$ cat src/rtl/fft_pkg.sv
// -----------------------------------------------------------------------------
// fft_pkg
// Shared definitions for the FFT datapath stages.
//   FFT_DATA_W : default width of every data and twiddle component (two's compl.)
//   FFT_FRAC_W : default fractional bits, Q(DATA_W-FRAC_W-1).FRAC_W
//   round_sat  : round-half-up by a right shift of 'sh' bits, then clamp to a
//                signed 'out_w'-bit range. Caller narrows with a size cast.
//   round_ovf  : 1 when round_sat would clamp for the same arguments.
// Intermediate values are carried in 64 bits, which covers DATA_W up to 30.
// -----------------------------------------------------------------------------
package fft_pkg;

    localparam int FFT_DATA_W = 16;
    localparam int FFT_FRAC_W = 8;

    function automatic logic signed [63:0] round_shift(input logic signed [63:0] v,
                                                       input int                 sh);
        if (sh <= 0)
            return v;
        return (v + (64'sd1 <<< (sh - 1))) >>> sh;
    endfunction

    function automatic logic signed [63:0] round_sat(input logic signed [63:0] v,
                                                     input int                 sh,
                                                     input int                 out_w);
        logic signed [63:0] r;
        logic signed [63:0] hi;
        logic signed [63:0] lo;
        r  = round_shift(v, sh);
        hi = (64'sd1 <<< (out_w - 1)) - 64'sd1;
        lo = -(64'sd1 <<< (out_w - 1));
        if (r > hi)
            r = hi;
        else if (r < lo)
            r = lo;
        return r;
    endfunction

    function automatic logic round_ovf(input logic signed [63:0] v,
                                       input int                 sh,
                                       input int                 out_w);
        logic signed [63:0] r;
        r = round_shift(v, sh);
        return (r > ((64'sd1 <<< (out_w - 1)) - 64'sd1)) || (r < -(64'sd1 <<< (out_w - 1)));
    endfunction

endpackage

$ cat src/rtl/bf_cmul.sv
// -----------------------------------------------------------------------------
// bf_cmul
// Stages 2-3 of the radix-2 butterfly: Y1 = X * W with a single rounding.
// Stage 2 registers the four exact partial products; stage 3 (combinational
// here, registered by the parent) forms Pre/Pim at full width, rounds and
// saturates.
//   clk        : clock
//   en         : pipeline advance; product registers hold when low
//   x_re, x_im : A-B from stage 1, DATA_W+1 bits signed
//   w_re, w_im : twiddle aligned with X, DATA_W bits signed
//   scale      : stage-2 scale flag (extra halving of the result)
//   y_re, y_im : rounded and saturated product, DATA_W bits signed
//   ovf        : (only with BF_OVF_FLAG_EN) either component clipped
// -----------------------------------------------------------------------------
module bf_cmul
    import fft_pkg::*;
#(
    parameter int DATA_W = FFT_DATA_W,
    parameter int FRAC_W = FFT_FRAC_W
) (
    input  logic                     clk,
    input  logic                     en,
    input  logic signed [DATA_W:0]   x_re,
    input  logic signed [DATA_W:0]   x_im,
    input  logic signed [DATA_W-1:0] w_re,
    input  logic signed [DATA_W-1:0] w_im,
    input  logic                     scale,
    output logic signed [DATA_W-1:0] y_re,
    output logic signed [DATA_W-1:0] y_im
`ifdef BF_OVF_FLAG_EN
    ,
    output logic                     ovf
`endif
);

    localparam int PW = 2 * DATA_W + 1;

    logic signed [PW-1:0] p_rr, p_ii, p_ri, p_ir;
    logic signed [63:0]   p_re, p_im;
    int                   sh;

    // NOTE: datapath registers carry no reset; only the valid bits need a
    // known state, and leaving data unreset keeps reset fan-out off the wide buses.
    always_ff @(posedge clk) begin
        if (en) begin
            p_rr <= PW'(x_re) * PW'(w_re);
            p_ii <= PW'(x_im) * PW'(w_im);
            p_ri <= PW'(x_re) * PW'(w_im);
            p_ir <= PW'(x_im) * PW'(w_re);
        end
    end

    // NOTE: every signal written in always_comb gets a value on every path,
    // otherwise a latch is inferred.
    always_comb begin
        p_re = 64'(p_rr) - 64'(p_ii);
        p_im = 64'(p_ri) + 64'(p_ir);
        sh   = scale ? FRAC_W + 1 : FRAC_W;
    end

    assign y_re = DATA_W'(round_sat(p_re, sh, DATA_W));
    assign y_im = DATA_W'(round_sat(p_im, sh, DATA_W));

`ifdef BF_OVF_FLAG_EN
    assign ovf = round_ovf(p_re, sh, DATA_W) | round_ovf(p_im, sh, DATA_W);
`endif

endmodule

$ cat src/rtl/bf_radix2_pipe.sv
// -----------------------------------------------------------------------------
// bf_radix2_pipe
// Three-stage pipelined radix-2 DIF butterfly with valid/ready handshake.
//   Y0 = A + B                (optionally halved, round half up)
//   Y1 = (A - B) * W          (rounded once, optionally halved)
// All results saturate. A single global advance stalls every stage, bubbles
// included, whenever a held result is not taken downstream.
// Ports:
//   clk, rst_n                     : clock, async active-low reset
//   in_valid / in_ready            : input handshake (in_ready = advance)
//   in_scale                       : per-beat halving of both outputs
//   a_re, a_im, b_re, b_im         : operands
//   w_re, w_im                     : twiddle
//   out_valid / out_ready          : output handshake
//   y0_re, y0_im, y1_re, y1_im     : results, undefined while out_valid is 0
//   out_ovf                        : only with macro BF_OVF_FLAG_EN;
//                                    bit0 = Y0 clipped, bit1 = Y1 clipped
// -----------------------------------------------------------------------------
module bf_radix2_pipe
    import fft_pkg::*;
#(
    parameter int DATA_W = FFT_DATA_W,
    parameter int FRAC_W = FFT_FRAC_W
) (
    input  logic              clk,
    input  logic              rst_n,
    input  logic              in_valid,
    output logic              in_ready,
    input  logic              in_scale,
    input  logic [DATA_W-1:0] a_re,
    input  logic [DATA_W-1:0] a_im,
    input  logic [DATA_W-1:0] b_re,
    input  logic [DATA_W-1:0] b_im,
    input  logic [DATA_W-1:0] w_re,
    input  logic [DATA_W-1:0] w_im,
    output logic              out_valid,
    input  logic              out_ready,
    output logic [DATA_W-1:0] y0_re,
    output logic [DATA_W-1:0] y0_im,
    output logic [DATA_W-1:0] y1_re,
    output logic [DATA_W-1:0] y1_im
`ifdef BF_OVF_FLAG_EN
    ,
    output logic [1:0]        out_ovf
`endif
);

    logic advance;

    logic                     s1_valid, s2_valid;
    logic signed [DATA_W:0]   s1_sum_re, s1_sum_im, s1_dif_re, s1_dif_im;
    logic signed [DATA_W-1:0] s1_w_re, s1_w_im;
    logic                     s1_scale;
    logic signed [DATA_W:0]   s2_sum_re, s2_sum_im;
    logic                     s2_scale;

    int                       y0_sh;
    logic signed [DATA_W-1:0] y0_re_n, y0_im_n, y1_re_n, y1_im_n;

    // A held result freezes the whole pipe; an empty output slot always drains.
    assign advance  = out_ready || !out_valid;
    assign in_ready = advance;

    always_ff @(posedge clk or negedge rst_n) begin
        if (!rst_n) begin
            s1_valid  <= 1'b0;
            s2_valid  <= 1'b0;
            out_valid <= 1'b0;
        end else if (advance) begin
            s1_valid  <= in_valid;
            s2_valid  <= s1_valid;
            out_valid <= s2_valid;
        end
    end

    // Stage 1: exact sum and difference at DATA_W+1 bits; twiddle travels along.
    always_ff @(posedge clk) begin
        if (advance) begin
            s1_sum_re <= {a_re[DATA_W-1], a_re} + {b_re[DATA_W-1], b_re};
            s1_sum_im <= {a_im[DATA_W-1], a_im} + {b_im[DATA_W-1], b_im};
            s1_dif_re <= {a_re[DATA_W-1], a_re} - {b_re[DATA_W-1], b_re};
            s1_dif_im <= {a_im[DATA_W-1], a_im} - {b_im[DATA_W-1], b_im};
            s1_w_re   <= w_re;
            s1_w_im   <= w_im;
            s1_scale  <= in_scale;
        end
    end

    // Stage 2: Y0 path delay-matched to the product registers inside bf_cmul.
    always_ff @(posedge clk) begin
        if (advance) begin
            s2_sum_re <= s1_sum_re;
            s2_sum_im <= s1_sum_im;
            s2_scale  <= s1_scale;
        end
    end

`ifdef BF_OVF_FLAG_EN
    logic y1_ovf;
`endif

    bf_cmul #(
        .DATA_W (DATA_W),
        .FRAC_W (FRAC_W)
    ) u_cmul (
        .clk   (clk),
        .en    (advance),
        .x_re  (s1_dif_re),
        .x_im  (s1_dif_im),
        .w_re  (s1_w_re),
        .w_im  (s1_w_im),
        .scale (s2_scale),
        .y_re  (y1_re_n),
        .y_im  (y1_im_n)
`ifdef BF_OVF_FLAG_EN
        ,
        .ovf   (y1_ovf)
`endif
    );

    // Y0 halving with a shift of 1 and round-half-up gives (A+B+1)>>>1.
    assign y0_sh   = s2_scale ? 1 : 0;
    assign y0_re_n = DATA_W'(round_sat(64'(s2_sum_re), y0_sh, DATA_W));
    assign y0_im_n = DATA_W'(round_sat(64'(s2_sum_im), y0_sh, DATA_W));

    // Stage 3: output registers; holding them while stalled keeps data stable.
    always_ff @(posedge clk) begin
        if (advance) begin
            y0_re <= y0_re_n;
            y0_im <= y0_im_n;
            y1_re <= y1_re_n;
            y1_im <= y1_im_n;
        end
    end

`ifdef BF_OVF_FLAG_EN
    logic y0_ovf;
    assign y0_ovf = round_ovf(64'(s2_sum_re), y0_sh, DATA_W)
                  | round_ovf(64'(s2_sum_im), y0_sh, DATA_W);

    always_ff @(posedge clk or negedge rst_n) begin
        if (!rst_n)
            out_ovf <= 2'b00;
        else if (advance)
            out_ovf <= {y1_ovf, y0_ovf};
    end
`endif

endmodule
$ cat config.mk
export PLATFORM = sky130hd
export DESIGN_NAME = bf_radix2_pipe
export DESIGN_NICKNAME = d
export VERILOG_FILES = /design/src/rtl/fft_pkg.sv /design/src/rtl/bf_cmul.sv /design/src/rtl/bf_radix2_pipe.sv
export SDC_FILE = /design/constraint.sdc
export NUM_CORES = 2
export LEC_CHECK = 0
export ABC_AREA = 1
export CORE_MARGIN = 3
export CORE_UTILIZATION = 70
export CTS_BUF_LIST = sky130_fd_sc_hd__clkbuf_4
export DETAILED_ROUTE_END_ITERATION = 10
export HOLD_SLACK_MARGIN = 0.03
export MAX_ROUTING_LAYER = met4
export PLACE_DENSITY = 0.95
export SYNTH_ARGS = -nofsm -noshare
export SYNTH_HDL_FRONTEND = slang
export SYNTH_HIERARCHICAL = 1
export SYNTH_SLANG_ARGS = --single-unit
$ cat constraint.sdc
create_clock -name clk -period 20.2 [get_ports clk]
set_clock_uncertainty 0.05 [all_clocks]
set_input_delay 3.03 -clock clk [delete_from_list [all_inputs] [get_ports clk]]
set_output_delay 3.03 -clock clk [all_outputs]
set_load 0.01 [all_outputs]
==> impl_metrics.json <==
{
  "critPathMaxFanout": 31,
  "grt_pass1_wl_um": 306000,
  "synth.most_common_cell": "nand2_1",
  "synth.avg_cell_area_um2": 7.92,
  "grt_pass1_vias": 60700,
  "holdBufCountCts": 0,
  "final-setup-viol-count": 0,
  "fin_tns_setup_ns": 0,
  "ys_top_cells_by_count": "2369 x nand2_1, 2082 x inv_1, 1110 x fa_1, 500 x ha_1, 347 x nor2_1",
  "cts.sinks": 333,
  "tightest_slew_ns": 1.09,
  "antenna_found_initial": 8,
  "drive_gt1_frac": 0.0407,
  "cp-start-kind": "flop",
  "io_pins": 167,
  "worst-setup-path-type": "flop to flop",
  "gr-total-overflow": 0,
  "synth.distinct_cells": 61,
  "cts_tree": "built",
  "placementRows": 111,
  "worst_hold_path.endpoint": "s2_sum_re[11]",
  "reg2reg_from": "s1_dif_im[3]",
  "worstHoldPathCells": 0,
  "synth_top_area_frac": 0.339,
  "coreArea_um2": 92200,
  "hpwl_um": 146000,
  "insertion_delay_ns": 1.04,
  "synth_cells": 8267,
  "wl_per_cell_um": 19.7,
  "synth-edff-count": 330,
  "synth.largest_area_cell": "fa_1",
  "cts-resized-gates": 0,
  "start_util": 0.710,
  "synth_area_leaders": "fa_1 34%, edfxtp_1 15%, nand2_1 14%, inv_1 12%, ha_1 9.6%",
  "period_share": 0.383,
  "multi_input_area_um2": 46500,
  "grt_util_all_layers": 0.413,
  "cts_buffer_depth": 3,
  "setup_ws_ns": 12.47,
  "grt_setup_unrepaired": "no",
  "routed_wl_um": 191000,
  "drt_pass1_iterations": 8,
  "synth_seq_cells": 333,
  "fin_nets": 10000,
  "clock.fmax_mhz": 129,
  "ant_nets": 0,
  "finalMaxSlewViolations": 0,
  "drc": 0,
  "synth_top_flop_cell": "edfxtp_1",
  "min_path_type": "flop to flop",
  "worst_slew_margin_rel": 0.276,
  "ff2ff_path_depth": 20,
  "r2r_slack_ns": 12.47,
  "synth_nets": 9978,
  "first_iter_violations": 6540,
  "yosysSeqAreaShare": 0.153,
  "status": "complete, no violations",
  "grt_max_degree": 82,
  "areaGrowthSynthToFinish_pct": 5.85,
  "fp.dieH_um": 312,
  "ff_latch_area_um2": 9980,
  "cts-root-buf": "clkbuf_4",
  "place_congestion": 1.07,
  "cap_violations": 0,
  "dieArea_um2": 97200,
  "die_w_um": 312,
  "hold_start": "s1_sum_re[11]",
  "yosysWarnings": 6,
  "syn_area_um2": 65500,
  "worstPathArrival_ns": 8.46,
  "port_buffers": 166,
  "final.min_clock_period_ns": 7.73,
  "critPathCaptureType": "flop",
  "worstPathRequired_ns": 20.93,
  "synthArstFlopShare": 0.00901,
  "h-tree-depth": 3,
  "vias": 56200,
  "reg2reg_to": "u_cmul/p_ii[26]",
  "place_ws_ns": 12.70,
  "hold_ws_ns": 0.351,
  "clk_pin_slew_worst_paths_ns": 0.07,
  "fill_cells": 6318,
  "numCtsBuffers": 94,
  "final_hold_viol_count": 0,
  "vias_per_cell": 5.82,
  "cts_setup_buffers": 0
}
sequential cells by signal (all words and copies together), names as in the netlist, 16 cells and up:
| register | cells |
|---|---|
| s2_sum_im | 17 |
| s1_dif_re | 17 |
| s1_dif_im | 17 |
| u_cmul/p_rr | 33 |
| u_cmul/p_ri | 33 |
| s1_sum_re | 16 |
| s1_w_im | 16 |
| s1_sum_im | 16 |
| s1_w_re | 16 |
| y1_re | 16 |
| u_cmul/p_ir | 33 |
| u_cmul/p_ii | 33 |
| y1_im | 16 |
| y0_im | 16 |
| s2_sum_re | 17 |
| y0_re | 16 |
layout make-up:
type / instances / share of cell area
Multi-Input combinational cell: 5558 / 0.671
Sequential cell: 333 / 0.144
Inverter: 2099 / 0.114
Timing Repair Buffer: 241 / 0.0321
Tap cell: 1243 / 0.0224
Clock buffer: 123 / 0.0133
Clock inverter: 44 / 0.00314
Antenna cell: 14 / 0.000506
critical path: stages, from the launching register on:
cell,delay (ns)
edfxtp_1,0.34
buf_4,0.50
nand2_1,0.18
fa_1,0.53
inv_1,0.05
fa_1,0.56
ha_1,0.19
inv_1,0.07
fa_1,0.53
inv_1,0.05
fa_1,0.50
fa_1,0.50
ha_1,0.41
nand2_1,0.06
o21ai_0,0.68
a21boi_0,0.41
o21ai_0,0.64
a21boi_0,0.29
o21ai_0,0.36
a21oi_1,0.16
xnor2_1,0.42
cell families (layout without fill, tap and decap cells):
family | after synthesis | count (layout) | synth area share
flip-flops | 333 | 333 | 0.153
AND/OR/NAND/NOR | 3208 | 3208 | 0.199
XOR/XNOR | 237 | 237 | 0.0318
multiplexers | 5 | 5 | 0.000784
AO/OA/AOI/OAI | 498 | 498 | 0.0429
adder cells (fa/ha/maj) | 1610 | 1610 | 0.435
other | 0 | 14 | 0
buffers and inverters | 2376 | 2507 | 0.138
worst max path at each step:
stage | from | endpoint | depth (start not counted)
floorplan | out_ready | in_ready | 2
global placement | out_ready | in_ready | 4
detailed placement | out_ready | in_ready | 4
CTS | out_ready | in_ready | 4
global route | s1_dif_im[3] | u_cmul/p_ii[26] | 20
finish | s1_dif_im[3] | u_cmul/p_ii[26] | 20
layer usage:
metal  global-route usage  wire [um]  vias to the layer above
li1                     -          -                    24600
met1                0.478      64500                    26500
met2                0.626      85500                     3781
met3                0.112      23600                     1240
met4                0.296      17000                        0
met5                    -          0                        -
stage by stage:
stage / cell area [um^2] / cells / utilization
after detailed placement: 68100 / 9474 / 0.739
after global placement: 68100 / 9474 / 0.739
final: 69300 / 9655 / 0.751
after floorplan: 65500 / 8267 / -
after global routing: 69300 / 9653 / 0.751
after CTS: 69300 / 9641 / 0.751
layout by cell type (no fill, tap or decap), types with 34 or more instances in the layout:
cell type        Yosys  final
nand2_2             34     34
xor2_1             173    173
fa_1              1110   1110
nand3_1            284    284
ha_1               500    500
nand4_1             61     61
xnor2_1             63     63
buf_4                4     75
o21ai_0            154    154
edfxtp_1           330    330
clkbuf_4             0    123
nor2_1             347    347
clkdlybuf4s50_1      0    166
a21oi_1            225    225
nand2_1           2369   2368
inv_1             2082   2081
Power is left out: the tool's default activity adds up to more than one toggle a clock period on the data nets, which glitch-free logic cannot reach.
